`src/rtl/div_arbiter.sv`:
```
// div_arbiter: round-robin owner of a shared sequential divider.
// Grants one of two requesters, steers the operand mux, pulses the divider
// start, waits for a fresh valid rising edge and returns a one-cycle done.
// Optional feature macro: DIV_TIMEOUT_EN adds a WAIT watchdog that aborts
// with done+err after TIMEOUT WAIT cycles; without it err is tied low.
module div_arbiter #(
  parameter int TIMEOUT = 20
) (
  input  logic       clk,
  input  logic       reset,
  input  logic [1:0] req,
  input  logic       div_valid,
  output logic [1:0] gnt,
  output logic       src_sel,
  output logic       div_start,
  output logic [1:0] done,
  output logic       err,
  output logic       busy
);

  typedef enum logic [1:0] {
    IDLE  = 2'b00,
    START = 2'b01,
    WAIT  = 2'b10,
    DONE  = 2'b11
  } state_t;

  state_t state;
  logic   owner;
  logic   last;
  logic   vprev;
  logic   win;
  logic   valid_edge;

  // A valid level left over from an earlier operation is not an edge.
  assign valid_edge = div_valid & ~vprev;

  // Single request wins outright; on a tie the requester that was not served last wins.
  always_comb begin
    win = 1'b0;
    case (req)
      2'b01:   win = 1'b0;
      2'b10:   win = 1'b1;
      2'b11:   win = ~last;
      default: win = 1'b0;
    endcase
  end

`ifdef DIV_TIMEOUT_EN
  localparam int CNT_W = $clog2(TIMEOUT + 1);
  logic [CNT_W-1:0] cnt;
  logic             expired;

  // cnt counts WAIT cycles already spent; this is the last permitted one.
  assign expired = (cnt == CNT_W'(TIMEOUT - 1));
`else
  assign err = 1'b0;
`endif

  // Arbiter FSM; every output is a register loaded together with the next state.
  always_ff @(posedge clk or negedge reset) begin
    if (!reset) begin
      state     <= IDLE;
      owner     <= 1'b0;
      last      <= 1'b1;
      vprev     <= 1'b0;
      gnt       <= 2'b00;
      src_sel   <= 1'b0;
      div_start <= 1'b0;
      done      <= 2'b00;
      busy      <= 1'b0;
`ifdef DIV_TIMEOUT_EN
      err       <= 1'b0;
      cnt       <= '0;
`endif
    end else begin
      div_start <= 1'b0;
      done      <= 2'b00;
      vprev     <= div_valid;
`ifdef DIV_TIMEOUT_EN
      err       <= 1'b0;
`endif
      case (state)
        IDLE: begin
          if (req != 2'b00) begin
            state     <= START;
            owner     <= win;
            gnt       <= win ? 2'b10 : 2'b01;
            src_sel   <= win;
            div_start <= 1'b1;
            busy      <= 1'b1;
            vprev     <= 1'b0;
          end
        end
        START: begin
          state <= WAIT;
`ifdef DIV_TIMEOUT_EN
          cnt   <= '0;
`endif
        end
        WAIT: begin
          if (valid_edge) begin
            state <= DONE;
            done  <= owner ? 2'b10 : 2'b01;
          end
`ifdef DIV_TIMEOUT_EN
          else if (expired) begin
            state <= DONE;
            done  <= owner ? 2'b10 : 2'b01;
            err   <= 1'b1;
          end else begin
            cnt <= cnt + 1'b1;
          end
`endif
        end
        DONE: begin
          state <= IDLE;
          last  <= owner;
          gnt   <= 2'b00;
          busy  <= 1'b0;
        end
        default: state <= IDLE;
      endcase
    end
  end

endmodule

```
`config.mk`:
```
export PLATFORM = sky130hd
export DESIGN_NAME = div_arbiter
export DESIGN_NICKNAME = d
export VERILOG_FILES = /design/src/rtl/div_arbiter.sv
export SDC_FILE = /design/constraint.sdc
export NUM_CORES = 1
export LEC_CHECK = 0
export CAP_MARGIN = 20
export CORE_AREA = 2 2 39 41
export DETAILED_ROUTE_END_ITERATION = 7
export DIE_AREA = 0 0 41 43
export DONT_BUFFER_PORTS = 1
export GPL_ROUTABILITY_DRIVEN = 0
export GPL_TIMING_DRIVEN = 0
export SKIP_LAST_GASP = 1
export SLEW_MARGIN = 20
export SYNTH_ARGS = -nofsm -noshare
export SYNTH_HDL_FRONTEND = slang
export SYNTH_SLANG_ARGS = --single-unit
```
`constraint.sdc`:
```
create_clock -name clk -period 1.5 [get_ports clk]
set_input_delay 0.3 -clock clk [delete_from_list [all_inputs] [get_ports clk]]
set_output_delay 0.3 -clock clk [all_outputs]
set_load 0.005 [all_outputs]
```
## Yosys cells after proc, flatten, opt, wreduce, memory -nomap -nowiden

Index checks and enable logic that the tools add are counted.

| storage, ports and cells | value |
|---|---|
| register bits after elaboration | 11 |
| input bits | 5 |
| word-level logic and storage cells | 40 |

| operators by class | value |
|---|---|
| equality and inequality tests | 7 |
| muxes and demuxes | 16 |
| bitwise logic cells | 3 |
| reductions and logical operators | 6 |

Operator list:

| operator | number |
|---|---|
| two-way mux 2 bit | 7 |
| == test 2 bit, second input constant | 4 |
| case mux 2 bit (4 select lines) | 1 |
| AND reduction 2 bit | 3 |
| two-way mux 1 bit | 5 |
| inequality test 2 bit, second input constant | 2 |
| case mux 1 bit (2 select lines) | 2 |
| case mux 2 bit (2 select lines) | 1 |
| nonzero test 2 bit | 2 |
| == test 2 x 1 -> 1 bit, second input constant | 1 |
| zero test 2 bit | 1 |
| NOT 1 bit | 2 |
| AND 1 bit | 1 |

## Longest topological paths before layout

| depth | value |
|---|---|
| depth after elaboration | 5 |
| depth in mapped cells | 6 |
| gate-level depth less buffers | 5 |

## Least setup slack after synthesis

No wires, ideal clock.

| timing | value |
|---|---|
| path type | flip-flop to flip-flop |
| from | reg state[0] |
| to | reg state[1] |
| library setup time | 0.125 ns |
| data arrival time | 1.318 ns |
| data required time | 1.375 ns |
| path slack | 0.057 ns |
| stages on the path, launching flop included | 7 |
| path buffers | 1 |
| clock period less this slack | 1.443 ns |
| cell sequence | dfrtp_1 inv_1 ha_1 buf_6 nor3b_4 a21oi_2 mux2_4 |

| on the way | value |
|---|---|
| longest elaborated chain between the ends | 3 |

Ends and longest elaborated chain:

| element | line | text |
|---|---|---|
| start: declaration | 28 | `state_t state;` |
| start signal: assignment | 63 | `state <= IDLE;` |
| start signal: assignment | 86 | `state <= START;` |
| start signal: assignment | 96 | `state <= WAIT;` |
| == test 2 bit or zero test 2 bit (tied branches) | 83 | `case (state)` |
| inequality test 2 bit (no line) | n/a |  |
| AND reduction 2 bit (no line) | n/a |  |

Parallel ways exist; a longest one is shown, timed or not.
A chain may end at the register's enable or synchronous reset.

## Final worst setup path

Same ends and word-level chain as after synthesis.

==> summary.md <==
| Metric | Value |
|---|---|
| Global Route Usage Sum | between 10% and 20% |
| P per Cell Area | about 2000 nW/µm² |
| Fmax | between 0.6 and 0.7 GHz |
| Crit path DAT | between 1.5 and 2 ns |
| Worst-margin pin slew | slightly below 0.5 ns |
| Outcome | complete, no violations |
| CTS buffer count | 3 |
| Final period util | between 90 and 100% |
| Post-layout nets | between 60 and 70 |
| Initial antenna violation count | 0 |
| Worst-Skew Late Latency | around 0.27 ns |
| Sequential share of the synthesized area | 49.8% |
| Overall Power | ~1.3 mW |
| Pleak | a little over 0.3 nW |
| Hpwl dp | approximately 660 µm |
| Synth Cell Area | ~560 µm² |
| Synth Net Count | 55 |
| Final setup skew | 0.00330 ns |
| Leading area contributor after synthesis | dfrtp_1 |
| Main synth FF type | dfrtp_1 |
| Syn Inst Count | between 40 and 50 |
| Ant diodes | 0 |
| Buffers on Ports | 0 |
| DIE WIDTH | about 41 µm |
| H-tree depth | 1 |
| Cell variety after synth | 24 |
| Share of cells above drive strength 1 | between 30% and 40% |
| Worst Path Required | between 1.5 and 2 ns |
| Clock Tree Root | clkbuf_4 |
| WHS | ~0.13 ns |
| Crit start category | flip-flop |
| Final Slew Violations | 0 |
| Commonest cells in the netlist | dfrtp_1 (10), ha_1 (4), nand2b_1 (4), nor3b_1 (3) |
| Clock transition at path regs | 0.07 ns |
| Die height | about 43 µm |
| Mean Syn Cell Area | 12.1 µm² |
| Final hold viol count | 0 |
| Core area | roughly 1400 µm² |
| Global-route wire length before repair | 1510 µm |
| Worst min-delay path class | input pin to flip-flop |
| Class of the most critical setup path | flip-flop to flip-flop |
| Yosys reg bits | 11 |
| Yosys warns | 0 |
| RSZ-0062 raised after global routing | no |
| Grt ovf | 0 |
| Row cnt | 14 |
| Vias in the first global route | approximately 340 |
| Clk sinks | 11 |
| Largest net degree at the start of global routing | 12 |
| CTS tree | done |
| Clock Path Buffers | 2 |
| Initial core utilization | roughly two fifths |
| Area of the die | 1760 µm² |
| Worst-path fanout max | 3 |
| Count leader, synth | dfrtp_1 |
| Max cap viols | 0 |
| Initial DRC Count | 7 |
| Slew HR | roughly two thirds |
| Remaining DRCs | 0 |
| Synth top area share | between 40% and 50% |
| Drt total wl | roughly 960 µm |
| Worst vdd ir | between 0.6 and 0.7 mV |
| Routed len/inst | 13.3 µm |
| Area contributors post-synth | dfrtp_1 (45%), ha_1 (9.0%), dfstp_2 (4.7%) |
| # setup viols final | 0 |
| Via density | ~5.0 |
| Area Growth Syn to Fin | 19.6% |
| Remaining antenna violation count | 0 |
| Post-synthesis async set-or-reset flop share | 100% |
| DR pass1 iterations | 4 |
| Setup crit end kind | flip-flop |
| Final worst path period need | 1.47 ns |
| Boundary Pins | 13 |
| DR vias | 360 |
| Number of synthesized flops with an enable pin | 0 |
cells by family after synthesis:
group / after synthesis / share of synthesized area (%)
other: 1 / 0.675
AND/OR/NAND/NOR: 14 / 18.5
adder cells (fa/ha/maj): 4 / 9.01
multiplexers: 2 / 4.73
flip-flops: 11 / 49.8
AO/OA/AOI/OAI: 10 / 12.6
buffers and inverters: 4 / 4.73
metrics by stage:
step,setup slack (ns),area [µm²],utilization (%),instances,TNS (ns)
5_1_grt,0.000275,664,48.0,72,0
6_report,0.0345,664,48.0,72,0
4_1_cts,0.0294,637,46.0,70,0
2_1_floorplan,0.0569,556,-,46,0
3_5_place_dp,-0.0530,576,41.6,62,-0.0530
3_3_place_gp,-0.0407,576,41.6,62,-0.0407
metal layers:
metal	share of wire, %	global-route usage (%)	vias to the layer above
met5	0	0	-
met4	4.7	14.0	0
met3	3.4	4.71	4
met2	49	19.4	11
met1	43	15.3	168
li1	-	-	177
sequential cells by signal (all words and copies together) (netlist names):
register / cells
state: 2
vprev: 1
busy: 1
last: 1
done: 2
owner: 1
gnt: 2
div_start: 1
cells in the final DEF (no fill, tap or decap):
cell type	instances
buf_12	1
buf_4	5
o32a_2	1
ha_2	1
nor2_1	1
mux2_4	1
o21a_1	1
a21oi_1	2
a21oi_2	1
a211o_2	1
ha_1	3
nor3b_4	1
dlygate4sd3_1	1
conb_1	1
inv_1	1
nor3b_1	3
and2b_2	1
clkbuf_4	3
and4b_1	1
inv_2	1
a31oi_1	2
mux2_2	1
nor2b_1	1
o21ai_0	2
clkbuf_1	1
dfrtp_1	10
dfstp_2	1
nand2b_1	4
nand2_1	2
buf_6	1
timing repair:
item	4_1_cts	5_1_grt
setup endpoints to repair	1	1
hold buffers	1	0
buffers inserted	3	2
resized for setup	2	0
hold endpoints to repair	11	0
final cells by class:
cell class	instances	area [µm²]
Multi-Input combinational cell	31	255
Tap cell	16	20.0
Inverter	2	7.51
Sequential cell	11	277
Clock buffer	4	26.3
Timing Repair Buffer	6	60.1
Fill cell	119	719
Buffer	2	18.8
report_power, final:
group | internal, mW | total [mW] | switching (mW)
logic | 0.382 | 0.630 | 0.249
clock network | 0.103 | 0.202 | 0.0995
registers | 0.426 | 0.513 | 0.0869
worst paths after layout:
| check | slack (ns) | end | start | cells after the start |
|---|---|---|---|---|
| worst max-delay path | 0.03 | state[1] | state[0] | 6 |
| worst min-delay path | 0.13 | owner | req[0] | 1 |
| worst max register to register | 0.03 | state[1] | state[0] | 6 |
| worst min register to register | 0.53 | gnt[0] | gnt[0] | 2 |
| max in group asynchronous | 0.71 | last | reset | 1 |
| min in group asynchronous | 0.43 | vprev | reset | 1 |
worst max-delay path, stage by stage, from the launching register on:
cell and delay [ns]:
dfrtp_1 0.38, inv_2 0.06, ha_2 0.18, buf_6 0.11, nor3b_4 0.15, a21oi_2 0.15, mux2_4 0.31
(Power assumes the default switching activity.)
